$ cat config.mk
export PLATFORM = sky130hd
export DESIGN_NAME = pipe_ctrl
export DESIGN_NICKNAME = d
export VERILOG_FILES = /design/src/rtl/pipe_ctrl_pkg.sv /design/src/rtl/pipe_ctrl_decode.sv /design/src/rtl/pipe_ctrl.sv
export SDC_FILE = /design/constraint.sdc
export NUM_CORES = 1
export LEC_CHECK = 0
export CAP_MARGIN = 20
export CORE_UTILIZATION = 40
export CTS_CLUSTER_DIAMETER = 30
export DETAILED_ROUTE_END_ITERATION = 12
export PLACE_DENSITY_LB_ADDON = 0.08
export RECOVER_POWER = 50
export SYNTH_ARGS = -nofsm -noshare
export SYNTH_HDL_FRONTEND = slang
export SYNTH_HIERARCHICAL = 1
export SYNTH_SLANG_ARGS = --single-unit
$ cat constraint.sdc
create_clock -name clk -period 3 [get_ports clk]
set_input_delay 0.75 -clock clk [delete_from_list [all_inputs] [get_ports clk]]
set_output_delay 0.75 -clock clk [all_outputs]
set_load 0.01 [all_outputs]
$ cat src/rtl/pipe_ctrl_pkg.sv
// pipe_ctrl_pkg
// Shared definitions for the pipelined MIPS control unit: opcode values,
// PC-source / destination-select / ALU-class codes and the decoded control
// word carried from ID into the pipeline registers.
// No ports (package).

package pipe_ctrl_pkg;

    localparam logic [5:0] OP_RTYPE = 6'b000000;
    localparam logic [5:0] OP_J     = 6'b000010;
    localparam logic [5:0] OP_JAL   = 6'b000011;
    localparam logic [5:0] OP_BEQ   = 6'b000100;
    localparam logic [5:0] OP_BNE   = 6'b000101;
    localparam logic [5:0] OP_ADDI  = 6'b001000;
    localparam logic [5:0] OP_SLTI  = 6'b001010;
    localparam logic [5:0] OP_ANDI  = 6'b001100;
    localparam logic [5:0] OP_ORI   = 6'b001101;
    localparam logic [5:0] OP_XORI  = 6'b001110;
    localparam logic [5:0] OP_LW    = 6'b100011;
    localparam logic [5:0] OP_SW    = 6'b101011;

    localparam logic [1:0] PC_SRC_SEQ    = 2'b00;
    localparam logic [1:0] PC_SRC_BRANCH = 2'b01;
    localparam logic [1:0] PC_SRC_JUMP   = 2'b10;

    localparam logic [1:0] DST_RT  = 2'b00;
    localparam logic [1:0] DST_RD  = 2'b01;
    localparam logic [1:0] DST_R31 = 2'b10;

    localparam logic [1:0] ALU_ADD   = 2'b00;
    localparam logic [1:0] ALU_SUB   = 2'b01;
    localparam logic [1:0] ALU_FUNCT = 2'b10;

    // Fields that travel down the pipeline past ID.
    typedef struct packed {
        logic       imm_command;
        logic       alu_src_b;
        logic [1:0] dst_sel;
        logic [1:0] alu_op;
        logic       link;
        logic       mem_read;
        logic       mem_write;
        logic       mem_to_reg;
        logic       reg_write;
    } ex_ctrl_t;

    // Full ID decode: ID-only steering bits plus the travelling part.
    typedef struct packed {
        logic     is_beq;
        logic     is_bne;
        logic     is_jump;
        logic     rt_is_source;
        ex_ctrl_t ex;
    } ctrl_t;

    function automatic logic is_branch(input ctrl_t c);
        return c.is_beq | c.is_bne;
    endfunction

endpackage

$ cat src/rtl/pipe_ctrl_decode.sv
// ctrl_decode
// Pure combinational opcode decoder. Unsupported opcodes (including BNE/JAL
// when disabled) produce an all-zero control word and raise illegal.
// Ports:
//   opcode  in   6-bit ID-stage opcode
//   ctrl    out  decoded control word
//   illegal out  opcode is not supported (not gated by any valid)

module ctrl_decode
    import pipe_ctrl_pkg::*;
#(
    parameter bit EN_BNE = 1'b1,
    parameter bit EN_JAL = 1'b1
) (
    input  logic [5:0] opcode,
    output ctrl_t      ctrl,
    output logic       illegal
);

    always_comb begin
        ctrl    = '0;
        illegal = 1'b0;
        case (opcode)
            OP_LW: begin
                ctrl.ex.alu_op     = ALU_ADD;
                ctrl.ex.alu_src_b  = 1'b1;
                ctrl.ex.dst_sel    = DST_RT;
                ctrl.ex.mem_read   = 1'b1;
                ctrl.ex.mem_to_reg = 1'b1;
                ctrl.ex.reg_write  = 1'b1;
            end
            OP_SW: begin
                ctrl.ex.alu_op    = ALU_ADD;
                ctrl.ex.alu_src_b = 1'b1;
                ctrl.ex.dst_sel   = DST_RT;
                ctrl.ex.mem_write = 1'b1;
                ctrl.rt_is_source = 1'b1;
            end
            OP_RTYPE: begin
                ctrl.ex.alu_op    = ALU_FUNCT;
                ctrl.ex.dst_sel   = DST_RD;
                ctrl.ex.reg_write = 1'b1;
                ctrl.rt_is_source = 1'b1;
            end
            OP_ADDI, OP_ANDI, OP_ORI, OP_XORI, OP_SLTI: begin
                ctrl.ex.imm_command = 1'b1;
                ctrl.ex.alu_src_b   = 1'b1;
                ctrl.ex.alu_op      = ALU_FUNCT;
                ctrl.ex.dst_sel     = DST_RT;
                ctrl.ex.reg_write   = 1'b1;
            end
            OP_BEQ: begin
                ctrl.is_beq       = 1'b1;
                ctrl.ex.alu_op    = ALU_SUB;
                ctrl.rt_is_source = 1'b1;
            end
            OP_BNE: begin
                if (EN_BNE) begin
                    ctrl.is_bne       = 1'b1;
                    ctrl.ex.alu_op    = ALU_SUB;
                    ctrl.rt_is_source = 1'b1;
                end else begin
                    illegal = 1'b1;
                end
            end
            OP_J: begin
                ctrl.is_jump = 1'b1;
            end
            OP_JAL: begin
                if (EN_JAL) begin
                    ctrl.is_jump      = 1'b1;
                    ctrl.ex.alu_op    = ALU_ADD;
                    ctrl.ex.dst_sel   = DST_R31;
                    ctrl.ex.link      = 1'b1;
                    ctrl.ex.reg_write = 1'b1;
                end else begin
                    illegal = 1'b1;
                end
            end
            default: begin
                illegal = 1'b1;
            end
        endcase
    end

endmodule

$ cat src/rtl/pipe_ctrl.sv
// pipe_ctrl
// Control unit for the 5-stage MIPS pipeline. Decodes the ID opcode, carries
// the control word through ID/EX, EX/MEM and MEM/WB, detects load-use and
// branch-operand hazards, resolves branches/jumps in ID and keeps saturating
// stall/flush counters.
// Ports:
//   clk, rst_n              core clock, async active-low reset
//   id_valid, opcode        ID instruction present / its opcode
//   id_rs, id_rt, id_rd     ID register addresses
//   branch_eq               ID comparator result (rs == rt)
//   ext_stall               memory wait, freezes everything
//   pc_write, if_id_write   front-end enables
//   if_flush, if_pc_source  redirect squash / next-PC select
//   id_rt_is_source         rt is read as an operand
//   id_illegal              unsupported opcode in ID
//   ex_*                    EX-stage control
//   mem_read, mem_write     MEM-stage control
//   wb_mem_to_reg, wb_reg_write  WB-stage control
//   stall_cnt, flush_cnt    saturating performance counters

module pipe_ctrl
    import pipe_ctrl_pkg::*;
#(
    parameter int RA_W     = 5,
    parameter int ALU_OP_W = 2,
    parameter int CNT_W    = 16,
    parameter bit EN_BNE   = 1'b1,
    parameter bit EN_JAL   = 1'b1
) (
    input  logic                clk,
    input  logic                rst_n,
    input  logic                id_valid,
    input  logic [5:0]          opcode,
    input  logic [RA_W-1:0]     id_rs,
    input  logic [RA_W-1:0]     id_rt,
    input  logic [RA_W-1:0]     id_rd,
    input  logic                branch_eq,
    input  logic                ext_stall,
    output logic                pc_write,
    output logic                if_id_write,
    output logic                if_flush,
    output logic [1:0]          if_pc_source,
    output logic                id_rt_is_source,
    output logic                id_illegal,
    output logic                ex_valid,
    output logic                ex_imm_command,
    output logic                ex_alu_src_b,
    output logic [1:0]          ex_dst_reg_sel,
    output logic [ALU_OP_W-1:0] ex_alu_op,
    output logic                ex_link,
    output logic                mem_read,
    output logic                mem_write,
    output logic                wb_mem_to_reg,
    output logic                wb_reg_write,
    output logic [CNT_W-1:0]    stall_cnt,
    output logic [CNT_W-1:0]    flush_cnt
);

    ctrl_t           w_dec_ctrl;
    logic            w_dec_illegal;
    ctrl_t           w_id_ctrl;
    logic [RA_W-1:0] w_id_dst;
    logic            w_is_br;
    logic            w_ex_hit;
    logic            w_mem_hit;
    logic            w_hz;
    logic            w_taken_br;
    logic            w_redirect;

    ex_ctrl_t        r_ex;
    logic            r_ex_valid;
    logic [RA_W-1:0] r_ex_dst;
    logic            r_mem_read;
    logic            r_mem_write;
    logic            r_mem_to_reg;
    logic            r_mem_reg_write;
    logic [RA_W-1:0] r_mem_dst;
    logic            r_wb_mem_to_reg;
    logic            r_wb_reg_write;
    logic [CNT_W-1:0] r_stall_cnt;
    logic [CNT_W-1:0] r_flush_cnt;

    ctrl_decode #(
        .EN_BNE (EN_BNE),
        .EN_JAL (EN_JAL)
    ) u_decode (
        .opcode  (opcode),
        .ctrl    (w_dec_ctrl),
        .illegal (w_dec_illegal)
    );

    // Illegal opcodes already decode to zero; only id_valid needs gating.
    assign w_id_ctrl = id_valid ? w_dec_ctrl : '0;

    always_comb begin
        case (w_id_ctrl.ex.dst_sel)
            DST_RD:  w_id_dst = id_rd;
            DST_R31: w_id_dst = RA_W'(31);
            default: w_id_dst = id_rt;
        endcase
    end

    // A tagged destination matches when it is non-zero and equals rs, or
    // equals rt for instructions that actually read rt.
    assign w_ex_hit  = (r_ex_dst != '0) &&
                       ((r_ex_dst == id_rs) || (w_dec_ctrl.rt_is_source && (r_ex_dst == id_rt)));
    assign w_mem_hit = (r_mem_dst != '0) &&
                       ((r_mem_dst == id_rs) || (w_dec_ctrl.rt_is_source && (r_mem_dst == id_rt)));

    assign w_is_br = is_branch(w_id_ctrl);

    assign w_hz = id_valid &
                  ((r_ex_valid & r_ex.mem_read & w_ex_hit) |
                   (w_is_br & r_ex.reg_write & w_ex_hit) |
                   (w_is_br & r_mem_read & w_mem_hit));

    assign w_taken_br = (w_id_ctrl.is_beq & branch_eq) | (w_id_ctrl.is_bne & ~branch_eq);
    assign w_redirect = ~ext_stall & ~w_hz & (w_taken_br | w_id_ctrl.is_jump);

    always_comb begin
        pc_write     = 1'b1;
        if_id_write  = 1'b1;
        if_flush     = 1'b0;
        if_pc_source = PC_SRC_SEQ;
        if (ext_stall || w_hz) begin
            pc_write    = 1'b0;
            if_id_write = 1'b0;
        end else if (w_redirect) begin
            if_flush     = 1'b1;
            if_pc_source = w_id_ctrl.is_jump ? PC_SRC_JUMP : PC_SRC_BRANCH;
        end
    end

    always_ff @(posedge clk or negedge rst_n) begin
        if (!rst_n) begin
            r_ex            <= '0;
            r_ex_valid      <= 1'b0;
            r_ex_dst        <= '0;
            r_mem_read      <= 1'b0;
            r_mem_write     <= 1'b0;
            r_mem_to_reg    <= 1'b0;
            r_mem_reg_write <= 1'b0;
            r_mem_dst       <= '0;
            r_wb_mem_to_reg <= 1'b0;
            r_wb_reg_write  <= 1'b0;
        end else if (!ext_stall) begin
            if (w_hz) begin
                r_ex       <= '0;
                r_ex_valid <= 1'b0;
                r_ex_dst   <= '0;
            end else begin
                r_ex       <= w_id_ctrl.ex;
                r_ex_valid <= id_valid & ~w_dec_illegal;
                // Tags only matter for writers; keep them clear otherwise.
                r_ex_dst   <= w_id_ctrl.ex.reg_write ? w_id_dst : '0;
            end
            r_mem_read      <= r_ex.mem_read;
            r_mem_write     <= r_ex.mem_write;
            r_mem_to_reg    <= r_ex.mem_to_reg;
            r_mem_reg_write <= r_ex.reg_write;
            r_mem_dst       <= r_ex_dst;
            r_wb_mem_to_reg <= r_mem_to_reg;
            r_wb_reg_write  <= r_mem_reg_write;
        end
    end

    always_ff @(posedge clk or negedge rst_n) begin
        if (!rst_n) begin
            r_stall_cnt <= '0;
            r_flush_cnt <= '0;
        end else begin
            if (w_hz && !ext_stall && (r_stall_cnt != '1)) begin
                r_stall_cnt <= r_stall_cnt + CNT_W'(1);
            end
            if (w_redirect && (r_flush_cnt != '1)) begin
                r_flush_cnt <= r_flush_cnt + CNT_W'(1);
            end
        end
    end

    assign id_rt_is_source = w_dec_ctrl.rt_is_source;
    assign id_illegal      = id_valid & w_dec_illegal;
    assign ex_valid        = r_ex_valid;
    assign ex_imm_command  = r_ex.imm_command;
    assign ex_alu_src_b    = r_ex.alu_src_b;
    assign ex_dst_reg_sel  = r_ex.dst_sel;
    assign ex_alu_op       = ALU_OP_W'(r_ex.alu_op);
    assign ex_link         = r_ex.link;
    assign mem_read        = r_mem_read;
    assign mem_write       = r_mem_write;
    assign wb_mem_to_reg   = r_wb_mem_to_reg;
    assign wb_reg_write    = r_wb_reg_write;
    assign stall_cnt       = r_stall_cnt;
    assign flush_cnt       = r_flush_cnt;

    // The mem-to-reg flag only needs to reach WB; MEM reg_write feeds WB too.
    // Nothing else in MEM is observed here.

endmodule
# Word-level counts from Yosys, hierarchy flattened
# Index checks and enable logic that the tools add are counted.
# word_totals
inputBits	26
out_inout_bits	51
elab_cells	109
register_bits	60
# op_classes
reduce_logical	22
mux	25
n_addsub	2
bitwise_logic	21
n_eq_ne	19
# ops
cell	count
$add A16 B1 Y16 const B	2
$ne A16 B16 Y1 const B	2
$eq A6 B4 Y1 const B	5
$eq A5 B5 Y1	4
$mux W1	15
$mux W15	1
$and A1 B1 Y1	13
$eq A6 B2 Y1 const B	2
$eq A6 B3 Y1 const B	2
$eq A6 B6 Y1 const B	2
$reduce_or A12 Y1	1
$mux W11	1
$mux W5	2
$pmux W5 S2	1
$reduce_bool A5 Y1	2
$pmux W2 S2	2
$reduce_or A8 Y1	1
$logic_and A1 B1 Y1	7
$reduce_or A7 Y1	1
$logic_not A6 Y1	1
$mux W2	3
$reduce_or A6 Y1	1
$or A1 B1 Y1	5
$reduce_or A5 Y1	1
7 further kinds	12

# Depth between registers and ports, before layout
# Gate-level depths: netlist of the first run.
# depth
word_depth	15
depth_mapped	12
mapped_depth_nobuf	9

# Cells and area by module
# Netlist of the first run, hierarchy kept.
# by_module_without_submodules
mod	n_inst	seq_area_each_um2	area_each_um2	cells_each
pipe_ctrl	1	1501.4	3169.3	304
ctrl_decode	1	0.0	280.3	39

# Worst setup path after synthesis of the first run
# Ideal clock, no wire load.
# synth_timing
path_kind	input -> output
start	input port opcode[0]
end	output port pc_write
n_path_buf	4
t_required_ps	2250
slack_ps	-382
arrival_time_ps	2632
cell_stages	12
path_cell_list	buf_6 -> nor2b_1 -> or4_1 -> a21oi_1 -> nand2_1 -> o22ai_1 -> a22oi_2 -> buf_6 -> buf_6 -> nor2b_1 -> nor2_1 -> buf_4
# synth_via
elab_chain_cells	12
word_cells_on_any_way	26
cone_classes	eq/ne: 3; mux: 5; bitwise: 9; reduce/logical: 9
# synth_lines
element	line	text
start: declaration	pipe_ctrl.sv:33	input logic [5:0] opcode,
$eq A6 B6 Y1, or another cell as far along	pipe_ctrl_decode.sv:23	case (opcode)
$reduce_or A4 Y1 (no source line) (*)	n/a	
$mux W1 (*)	n/a	
named net id_rt_is_source	pipe_ctrl.sv:43	output logic id_rt_is_source,
$logic_and A1 B1 Y1	pipe_ctrl.sv:106	((r_ex_dst == id_rs) || (w_dec_ctrl.rt_is_source && (r_ex_dst == id_rt)));
$logic_or A1 B1 Y1	pipe_ctrl.sv:106	
$logic_and A1 B1 Y1	pipe_ctrl.sv:105	assign w_ex_hit = (r_ex_dst != '0) &&
$and A1 B1 Y1 (on tied branches)	pipe_ctrl.sv:113, pipe_ctrl.sv:114	
$or A1 B1 Y1	pipe_ctrl.sv:113	((r_ex_valid & r_ex.mem_read & w_ex_hit) |
$or A1 B1 Y1 (*)	pipe_ctrl.sv:114	(w_is_br & r_ex.reg_write & w_ex_hit) |
$and A1 B1 Y1 (*)	pipe_ctrl.sv:112	assign w_hz = id_valid &
$logic_or A1 B1 Y1 (*)	pipe_ctrl.sv:125	if (ext_stall || w_hz) begin
$mux W1 (*)	n/a	
end: declaration	pipe_ctrl.sv:39	output logic pc_write,
# Mark *: on every way through the listed nets, which the timed path passes. The rest lies on a longest branch.

==> results of run 1 <==
-- cells in the final DEF (no fill, tap or decap), drive strengths merged, types with 2 or more instances in the layout --
master	count
dfrtp	60
buf	54
clkdlybuf4s50	49
nand2	34
xnor2	33
nor2	20
nand3	20
clkbuf	18
nor3	16
xor2	16
mux2	15
nand4	14
a21oi	14
dlygate4sd3	13
a22o	8
o21ai	7
and3	6
o31ai	5
and2	5
nor2b	5
inv	4
nor4	4
ha	4
o22ai	4
and4	3
nor3b	3
nor4b	3
o211ai	2
clkinv	2
dlygate4sd2	2
a22oi	2
and2b	2
-- through the flow --
step	setup WS (ns)	power, W
detailed placement	-1.01	0.00109
finish	-0.218	0.00172
global placement	-0.939	0.00109
floorplan	-0.278	0.000965
CTS	-0.305	0.00175
global route	-0.277	0.00180
-- kinds of logic after synthesis --
family | share of synthesized area, %
adder cells (fa/ha/maj) | 1.45
multiplexers | 4.90
flip-flops | 43.5
AND/OR/NAND/NOR | 22.1
AO/OA/AOI/OAI | 10.0
buffers and inverters | 5.59
XOR/XNOR | 12.4
-- per-layer routing --
| metal | vias up | share of wire [%] |
|---|---|---|
| met5 | - | 0 |
| met4 | 0 | 1.3 |
| met3 | 8 | 4.9 |
| met2 | 58 | 45 |
| met1 | 1375 | 48 |
| li1 | 1425 | - |
-- worst max-delay path: cells and delay by family --
family / cells / cell delay [ns]
buffers and inverters: 2 / 0.23
AND/OR/NAND/NOR: 4 / 0.90
AO/OA/AOI/OAI: 4 / 0.58
-- repair_timing --
action / in CTS / in global routing
hold buffers: 0 / 0
setup endpoints to repair: 7 / 6
resized for setup: 56 / 9
pin swaps: 13 / 10
setup buffers: 5 / 2
-- worst max-delay path by stage --
stage,cells past startpoint,slack (ns),endpoint
floorplan,12,-0.28,pc_write
global placement,9,-0.94,if_pc_source[0]
detailed placement,9,-1.01,if_pc_source[0]
CTS,10,-0.31,if_pc_source[0]
global route,10,-0.28,if_pc_source[0]
finish,10,-0.22,if_pc_source[0]
-- cells in the mapped netlist, types with 3 or more instances --
cell type | count | share of area [%]
nand4_1 | 14 | 2.5
buf_2 | 6 | 0.87
nand2_1 | 34 | 3.7
dfrtp_1 | 60 | 44
buf_4 | 7 | 1.5
clkbuf_1 | 4 | 0.44
and2_1 | 5 | 0.91
buf_6 | 5 | 1.6
a22o_1 | 8 | 2.0
ha_1 | 4 | 1.5
o31ai_2 | 5 | 1.8
nor3_1 | 16 | 2.3
mux2_2 | 15 | 4.9
xor2_1 | 16 | 4.1
nor4_1 | 4 | 0.73
nor2b_1 | 5 | 0.91
and3_1 | 6 | 1.1
nor2_1 | 19 | 2.1
o21ai_0 | 5 | 0.73
nand3_1 | 19 | 2.8
a21oi_1 | 14 | 2.0
xnor2_1 | 33 | 8.4
and4_1 | 3 | 0.76
o22ai_1 | 4 | 0.73
inv_1 | 4 | 0.44
-- cell type report --
class                           count  share of cell area (%)
Timing Repair Buffer              123                    22.8
Multi-Input combinational cell    255                    38.6
Inverter                            4                   0.319
Clock inverter                      2                   0.213
Tap cell                          105                    2.79
Clock buffer                       13                    3.38
Sequential cell                    60                    31.9
-- power groups by stage --
stage | sequential [W] | combinational (W) | clock [W]
floorplan | 0.000864 | 0.000100 | 0
detailed placement | 0.000863 | 0.000232 | 0
global route | 0.000850 | 0.000252 | 0.000698
finish | 0.000848 | 0.000231 | 0.000638
global placement | 0.000862 | 0.000232 | 0
CTS | 0.000848 | 0.000235 | 0.000663
==> impl_metrics.toml, run 1 <==
[status]
status = "finished with violations"
violations = "negative setup slack"

[sta]
timing.fmax_mhz = 311
worst_slew_pin_slew_ns = 1.40
slew_viol_final = 0
period_share_pct = 107
skew_ns = 0.00598
grt_setup_unrepaired = "yes"
hold_ws_ns = 0.495
tns_ns = -0.782
slew_headroom_pct = 6.77
hold_viol_final = 0
postLayoutSetupSlackWorst_ns = -0.218
setup_violations = 5
fin_crit_ns = 3.22

[pwr]
cellPowerDensity_nw_per_um2 = 365
switchingPower_w = 0.000429
comb_power_share_pct = 13.5
power_frac_seq_pct = 49.4
p_int_w = 0.00129
p_clk_share_pct = 37.2
ir_drop_v = 0.000233
p_leak_nw = 2.08
switching_share_pct = 25.0

[worst_setup_path]
critPathCaptureType = "primary output"
critPathLaunch = "opcode[5]"
reg2reg_to = "ex_link"
cp_max_fo = 4
r2r-start = "r_ex_dst[0]"
worstSetupPathType = "in -> out"
r2r_slack_ns = 0.83
startpoint_type = "input pin"
cp_common_cell = "and2_4"
cp_slowest_stage_delay_ns = 0.27
crit_chain = "buf_6 > or2_4 > nor4b_4 > and2_4 > o211ai_1 > a22oi_1 > a22oi_2 > and2_4 > a21boi_2 > buf_2"
slowest_stage = "nor4b_4"
arrival_ns = 2.47
critPathRequiredTime_ns = 2.25
worstRegToRegCells = 7

[worst_hold_path]
hold_class = "in -> async"

[layout]
fillers = 741
drive_gt1_share_pct = 24.1
regArea_sq_um = 1500
nets = 483
multi_input_area_sq_um = 1810
antennaDiodeCount = 0
finish.utilization_pct = 56.7
syn_to_final_growth_pct = 36.3
fin_cells = 562
final_cell_area_sq_um = 4700

[clocking]
clockRootBuffer = "clkbuf_8"
h-tree-depth = 3
cts_tree = "yes"
clk_pin_slew_ns = 0.07
clockBufferDepth = 2
insertion_delay_ns = 0.33
cts_buffers = 9
clkSinkCount = 60

[synthesis]
synth-seq-area-share_pct = 43.5
synth.avg_cell_area_sq_um = 10.1
syn_area_sq_um = 3450
synthesis.nets = 373
synth.distinct_cells = 49
yosysWarnings = 6
ys_ff_latch = 60
synth_edf_count = 0
async_reset_ff_share_pct = 100
ys.flop_type = "dfrtp_1"
synthCells = 343

[drt]
routed_wl_mm = 8.21
ant_nets = 0
vias = 2866
vias_per_cell = 5.10
dr.pass1.iters = 4
wl_per_cell_um = 14.6
drtIter0Drc = 92
drc_errors = 0

[job]
max-cap-violations = 0

[floorplan]
rows = 33
die_h_um = 94.9
die_area_sq_um = 9000
io_pins = 77
core-area_sq_um = 8300
die_width_um = 94.9
initial_utilization_pct = 41.6

[global_route]
grt_use_met3_pct = 5.15
gr-total-overflow = 0
grt_pass1_wl_mm = 13.2
grt_use_met2_pct = 29.8
first_global_vias = 2697
busiest_layer = "met2"
grt_use_met1_pct = 25.7
grt_max_degree = 38
grt_usage_pct = 19.2
antenna_found_initial = 0

[placed_design]
io_buffers = 76
dpl_cell_area_sq_um = 4480
gp_congestion = 0.844
dp_cells = 540
hpwl_mm = 5.96
Power figures use the tool's default switching activity.
==> inputs of run 2 (changes only) <==
==> constraint.sdc (replaced) <==
create_clock -name clk -period 2.9 [get_ports clk]
set_input_delay 0.725 -clock clk [delete_from_list [all_inputs] [get_ports clk]]
set_output_delay 0.725 -clock clk [all_outputs]
set_load 0.01 [all_outputs]
==> run 2 against run 1 <==
Against the previous run: the run ends with max-capacitance violations, max-slew violations, negative setup slack left; wire length decreased by 1.0%; non-clock buffer count decreased by 1; core utilization increased by 0.60 points; combinational power increased by 4%; critical path type unchanged; largest power group unchanged.
==> impl_metrics.toml, run 2 (synthesis results as in run 1) <==
[floorplan]
die_area_sq_um = 9000
die_h_um = 94.9
io_pins = 77
rows = 33
core-area_sq_um = 8300
initial_utilization_pct = 41.6
die_width_um = 94.9

[sta]
worst_slew_pin_slew_ns = 1.58
grt_setup_unrepaired = "yes"
postLayoutSetupSlackWorst_ns = -0.276
tns_ns = -1.18
slew_viol_final = 30
setup_violations = 5
fin_crit_ns = 3.18
period_share_pct = 110
hold_viol_final = 0
slew_headroom_pct = -5.22
timing.fmax_mhz = 315
skew_ns = 0.00982

[global_route]
first_global_vias = 2712
grt_usage_pct = 19.1
gr-total-overflow = 0
grt_pass1_wl_mm = 13.0
grt_max_degree = 38
antenna_found_initial = 0

[worst_setup_path]
cp_max_fo = 5
r2r-start = "stall_cnt[0]"
critPathCaptureType = "primary output"
arrival_ns = 2.45
worstRegToRegCells = 8
critPathLaunch = "opcode[0]"
r2r_slack_ns = 0.71
worstSetupPathType = "in -> out"
reg2reg_to = "stall_cnt[6]"
critPathRequiredTime_ns = 2.17
worstSetupEndpoint = "if_pc_source[0]"
startpoint_type = "input pin"

[layout]
antennaDiodeCount = 0
nets = 482
final_common_cell = "dfrtp_1"
syn_to_final_growth_pct = 37.8
drive_gt1_share_pct = 24.3
fin_cells = 562
fillers = 739
final_cell_mix = "dfrtp_1, clkdlybuf4s50_1, buf_4"

[pwr]
p_leak_nw = 2.10
cellPowerDensity_nw_per_um2 = 411
ir_drop_v = 0.000339

[drt]
drtIter0Drc = 74
vias = 2878
ant_nets = 0
wl_per_cell_um = 14.5
vias_per_cell = 5.12
routed_wl_mm = 8.13
dr.pass1.iters = 4
drc_errors = 0

[placed_design]
pre_cts_ws_ns = -1.05
dp_cells = 542
gp_congestion = 0.839
io_buffers = 76
hpwl_mm = 5.93

[clocking]
clk_pin_slew_ns = 0.07
insertion_delay_ns = 0.34
cts_buffers = 9
clockBufferDepth = 2
cts_tree = "yes"
h-tree-depth = 3
clockRootBuffer = "clkbuf_8"
clkSinkCount = 60

[worst_hold_path]
hold_class = "reg -> reg"
worstHoldStart = "stall_cnt[10]"

[status]
violations = "max-capacitance violations, max-slew violations, negative setup slack"
status = "finished with violations"

[job]
max-cap-violations = 1
## run 2: worst min-delay path by stage
stage / end / slack [ns] / depth (start not counted)
after floorplan: ex_alu_op[0] / 0.43 / 0
after global placement: ex_dst_reg_sel[1] / 0.48 / 2
after detailed placement: stall_cnt[10] / 0.48 / 1
after CTS: ex_link / 0.45 / 1
after global routing: r_mem_reg_write / 0.52 / 1
final: stall_cnt[10] / 0.49 / 1
## run 2: per-stage QoR
stage	utilization, %	power [W]	area [sq um]	hold slack (ns)
after floorplan	-	0.000998	3470	0.429
after global placement	54.3	0.00114	4500	0.477
after detailed placement	54.3	0.00114	4500	0.482
after CTS	57.5	0.00198	4770	0.447
after global routing	57.3	0.00204	4750	0.516
final	57.3	0.00196	4750	0.490
## run 2: area by class of cell
class	instances	area, sq um	area share [%]
clock buffer	12	145	3.05
clock inverter	4	72.6	1.53
inverter	4	15.0	0.316
multi-input combinational	255	1810	38.1
sequential	60	1500	31.6
tap	105	131	2.76
timing repair buffer	122	1080	22.6
## run 2: report_power, final
part,total (W),internal (W),switching (W)
registers,0.000877,0.000856,0.0000217
clock network,0.000837,0.000507,0.000330
logic,0.000241,0.000128,0.000113
total,0.00196,0.00149,0.000465
## run 2: repair_timing
item | 4_1_cts | 5_1_grt
setup endpoints to repair | 10 | 7
buffers inserted | 4 | 0
resized for setup | 59 | 7
hold buffers | 0 | 0
pin swaps | 13 | 10
## run 2: layer usage
layer | track usage [%] | vias to the layer above | part of all wire, %
met5 | 0 | - | 0
met4 | 5.81 | 0 | 1.6
met3 | 6.20 | 9 | 5.4
li1 | - | 1430 | -
met2 | 29.3 | 62 | 45
met1 | 25.4 | 1377 | 48
## run 2: critical path, stage by stage
cell and delay, ns:
buf_6 0.09, nor2b_4 0.12, or4_4 0.54, a21oi_4 0.20, nand2_1 0.09, o22ai_2 0.12
a22oi_2 0.12, and2_4 0.17, a21boi_2 0.14, buf_2 0.14
==> inputs of run 3 (changes only) <==
--- a/config.mk
+++ b/config.mk
@@ -9,7 +9,7 @@
 export CORE_UTILIZATION = 40
 export CTS_CLUSTER_DIAMETER = 30
 export DETAILED_ROUTE_END_ITERATION = 12
-export PLACE_DENSITY_LB_ADDON = 0.08
+export PLACE_DENSITY_LB_ADDON = 0.12
 export RECOVER_POWER = 50
 export SYNTH_ARGS = -nofsm -noshare
 export SYNTH_HDL_FRONTEND = slang
==> run 3 against run 2 <==
Against the previous run: first-iteration DRC count up 2.7%; clock power down 6.9%; highest routed layer unchanged; core utilization down 0.30 points; fmax up 0.42%; total power down 3.0%; clock skew about the same; design area down 0.53%; the flow finishes with violations (negative setup slack); sequential power about the same; worst setup slack better by 0.013 ns; sequential share of layout area up 0.17 points; die area unchanged; register-to-register slack worse by 0.07 ns.
==> impl_metrics.toml, run 3 (synthesis results as in run 1) <==
[clocking]
cts_hold_buf = 0
cts_tree = "yes"
h-tree-depth = 3
clockRootBuffer = "clkbuf_8"
insertion_delay_ns = 0.34
clkSinkCount = 60
cts_buffers = 9
clockBufferDepth = 2
clk_pin_slew_ns = 0.07

[sta]
worst_slew_pin_slew_ns = 1.49
grt_setup_unrepaired = "yes"
slew_headroom_pct = 0.931
timing.fmax_mhz = 316
slew_viol_final = 0
period_share_pct = 109
skew_ns = 0.00985
tns_ns = -1.19
hold_viol_final = 0
setup_violations = 5
postLayoutSetupSlackWorst_ns = -0.262
fin_crit_ns = 3.16

[job]
max-cap-violations = 0

[pwr]
cellPowerDensity_nw_per_um2 = 401
p_clk_share_pct = 41.0
p_leak_nw = 2.07
p_total_w = 0.00190
power_frac_seq_pct = 46.3
switching_share_pct = 25.0
p_int_w = 0.00142
ir_drop_v = 0.000181
switchingPower_w = 0.000475
comb_power_share_pct = 12.7

[floorplan]
rows = 33
initial_utilization_pct = 41.6
die_area_sq_um = 9000
io_pins = 77
die_h_um = 94.9
core-area_sq_um = 8300
die_width_um = 94.9

[layout]
final_cell_mix = "dfrtp_1, clkdlybuf4s50_1, buf_4"
fin_cells = 556
drive_gt1_share_pct = 24.4
final_cell_area_sq_um = 4730
final_common_cell = "dfrtp_1"
antennaDiodeCount = 0
syn_to_final_growth_pct = 37.1
nets = 476

[status]
violations = "negative setup slack"
status = "finished with violations"

[worst_setup_path]
arrival_ns = 2.44
critPathCaptureType = "primary output"
worstSetupPathType = "in -> out"
startpoint_type = "input pin"
critPathRequiredTime_ns = 2.17
cp_max_fo = 4

[drt]
ant_nets = 0
wl_per_cell_um = 14.9
drc_errors = 0
dr.pass1.iters = 4
vias_per_cell = 5.15
vias = 2866
drtIter0Drc = 76
routed_wl_mm = 8.29

[worst_hold_path]
hold_class = "reg -> reg"

[placed_design]
io_buffers = 76
gp_congestion = 0.854
hpwl_mm = 5.93
dpl_cell_area_sq_um = 4430
dp_cells = 534
pre_cts_ws_ns = -1.06

[global_route]
antenna_found_initial = 0
gr-total-overflow = 0
grt_usage_pct = 19.8
grt_pass1_wl_mm = 13.6
grt_max_degree = 61
first_global_vias = 2749
run 3: worst paths after layout:
path                                    from                 to  slack, ns  cells past startpoint
min in group asynchronous              rst_n            ex_link       0.81                      2
min reg2reg                ex_dst_reg_sel[1]  ex_dst_reg_sel[1]       0.50                      2
max reg2reg                     stall_cnt[0]       stall_cnt[6]       0.64                      8
max                                opcode[0]    if_pc_source[0]      -0.26                     10
max in group asynchronous              rst_n           ex_valid       1.18                      2
min                        ex_dst_reg_sel[1]  ex_dst_reg_sel[1]       0.50                      2
run 3: power by group through the flow:
stage               clock [W]  sequential [W]  combinational [W]
floorplan                   0        0.000894           0.000104
global placement            0        0.000893           0.000235
detailed placement          0        0.000894           0.000237
CTS                  0.000795        0.000879           0.000243
global route         0.000833        0.000881           0.000263
finish               0.000779        0.000879           0.000240
run 3: layer usage:
metal | vias to the layer above | wire length (um) | GRT usage (%) | part of all wire, %
met4 | 0 | 146 | 8.59 | 1.8
met2 | 64 | 3720 | 29.7 | 45
met5 | - | 0 | 0 | 0
li1 | 1414 | - | - | -
met3 | 16 | 391 | 4.67 | 4.7
met1 | 1372 | 4030 | 27.0 | 49
run 3: worst max-delay path: stages:
cell	delay (ns)
buf_6	0.09
nor2b_4	0.11
or4_4	0.54
a21oi_4	0.18
nand2_1	0.09
o22ai_2	0.13
a22oi_2	0.14
and2_4	0.16
a21boi_4	0.14
buf_6	0.12
run 3: final cells by class:
| type | instances | area, sq um |
|---|---|---|
| Clock inverter | 4 | 47.5 |
| Multi-Input combinational cell | 255 | 1830 |
| Clock buffer | 12 | 155 |
| Tap cell | 105 | 131 |
| Sequential cell | 60 | 1500 |
| Timing Repair Buffer | 116 | 1040 |
| Fill cell | 778 | 3570 |
| Inverter | 4 | 15.0 |
run 3: through the flow:
step | util [%] | hold WS (ns)
floorplan | - | 0.429
global placement | 53.4 | 0.471
detailed placement | 53.4 | 0.489
CTS | 56.7 | 0.507
global route | 57.0 | 0.516
finish | 57.0 | 0.499
run 3: timing repair:
action / 4_1_cts / 5_1_grt
resized for setup: 61 / 6
pin swaps: 13 / 10
setup buffers: 6 / 0
setup endpoints to repair: 10 / 6
==> RTL change, RTL diff (settings of run 1) <==
Change the parameter `RA_W` from 5 to 10.
--- a/src/rtl/pipe_ctrl.sv
+++ b/src/rtl/pipe_ctrl.sv
@@ -23,3 +23,3 @@
 #(
-    parameter int RA_W     = 5,
+    parameter int RA_W     = 10,
     parameter int ALU_OP_W = 2,
Ports: changed (resized id_rd, id_rs and id_rt); port bits go from 77 to 92. The function was not compared with the original's and may differ.
==> RTL change against run 1 <==
  * Global-route usage is 2.5 points higher
  * Power is 21% higher
  * Wire length is 32% higher
  * Die area is 17% higher
  * Synthesized area is 17% higher
  * The flow still finishes with violations (setup timing)
  * Critical path depth rose by 2
  * Sequential power grew 17%
  * Design area rose by 23%
  * Sequential cell count up 10
  * Utilization is 2.7 points higher
  * Worst setup slack lost 220 ps
==> RTL change: results (changes against run 1) <==
| Metric | Value |
|---|---|
| Placed wire-length estimate | `7980 µm (+34%)` |
| Clock skew | `14.1 ps (+8.14 ps)` |
| Multiplexer share of the synthesized area | `0.0556 (+0.00664)` |
| Violated checks | `setup timing` |
| Leakage | `2.56 nW (+23%)` |
| Post-synthesis compound-gate area fraction | `0.105 (+0.00462)` |
| Starting DRT DRC Count | `106 (+15%)` |
| Syn avg cell area | `10.3 µm² (+2.0%)` |
| Switching part of the total | `0.259 (+0.00907)` |
| RR Startpoint | `r_mem_dst[8]` |
| DRT Wirelength | `10800 µm (+32%)` |
| # setup viols final | `5 (unchanged)` |
| First-pass GRT wire length | `17400 µm (+32%)` |
| Vias per cell | `5.21 (+2.1%)` |
| Crit-path max cell delay | `520 ps (+250 ps)` |
| XOR/XNOR share of the synthesized area | `0.147 (+0.0226)` |
| Routed wl met3 | `484 µm (+19%)` |
| Post-synthesis sequential area ratio | `0.432 (-0.00276)` |
| Clock Latency Late Sink | `350 ps (+20 ps)` |
| Status | `finished with violations` |
| Crit path DAT | `2690 ps (+220 ps)` |
| Worst slew margin | `0.209 (+0.142)` |
| Setup ws final | `-442 ps (-224 ps)` |
| Fill cell total of the finished layout | `920 (+24%)` |
| Crit-path slowest cell | `or4_4` |
| Class of the worst hold path | `reg -> reg` |
| WL met1 | `4970 µm (+25%)` |
| Setup crit start | `opcode[0]` |
| Distinct cells, synth | `53 (+8.2%)` |
| Post-synthesis adder-cell area fraction | `0.0124 (-0.00215)` |
| Synthesized netlist net count | `440 (+18%)` |
| Peak supply drop | `0.200 mV (-14%)` |
| Ranking of synthesized cells by area | `dfrtp_1 (43%), xnor2_1 (11%), mux2_2 (5.3%)` |
-- RTL change: cell count changes in the layout (fill, tap and decap cells not counted), sizes merged, moves of 5 or more --
cell           change
buf               +21
xnor2             +17
clkdlybuf4s50     +16
dfrtp             +10
nor4              +10
o31ai              +8
dlygate4sd3        -7
dlymetal6s2s       +5
mux2               +5
-- RTL change: cell type report --
cell class / count / area [µm²] / share of cell area
Timing Repair Buffer: 161 / 1440 / 0.248
Inverter: 6 / 22.5 / 0.00388
Multi-Input combinational cell: 293 / 2220 / 0.383
Clock inverter: 6 / 61.3 / 0.0106
Tap cell: 133 / 166 / 0.0287
Clock buffer: 10 / 138 / 0.0237
Sequential cell: 70 / 1750 / 0.302
-- RTL change: power groups by stage --
stage	combinational [mW]	clock, mW	sequential [mW]
finish	0.312	0.768	0.990
global route	0.337	0.832	0.994
CTS	0.315	0.791	0.990
detailed placement	0.312	0	1.01
global placement	0.309	0	1.01
floorplan	0.130	0	1.01
-- RTL change: metal layers --
metal | vias to the layer above | global-route usage
met5 | - | 0
met4 | 0 | 0.0747
met3 | 16 | 0.0461
met2 | 74 | 0.355
met1 | 1751 | 0.286
li1 | 1696 | -
-- RTL change: timing repair --
action | CTS | global route
setup endpoints to repair | 24 | 8
pin swaps | 15 | 11
resized for setup | 53 | 17
buffers inserted | 8 | 3
-- RTL change: path summary, 6_finish.rpt --
kind                       cells after the start                end  slack (ps)
hold reg to reg                                1       flush_cnt[9]         490
setup / recovery                              12    if_pc_source[0]        -440
min in group asynchronous                      1          mem_write         620
setup reg to reg                              11       flush_cnt[1]         480
max in group asynchronous                      2  ex_dst_reg_sel[0]        1100
hold / removal                                 1       flush_cnt[9]         490
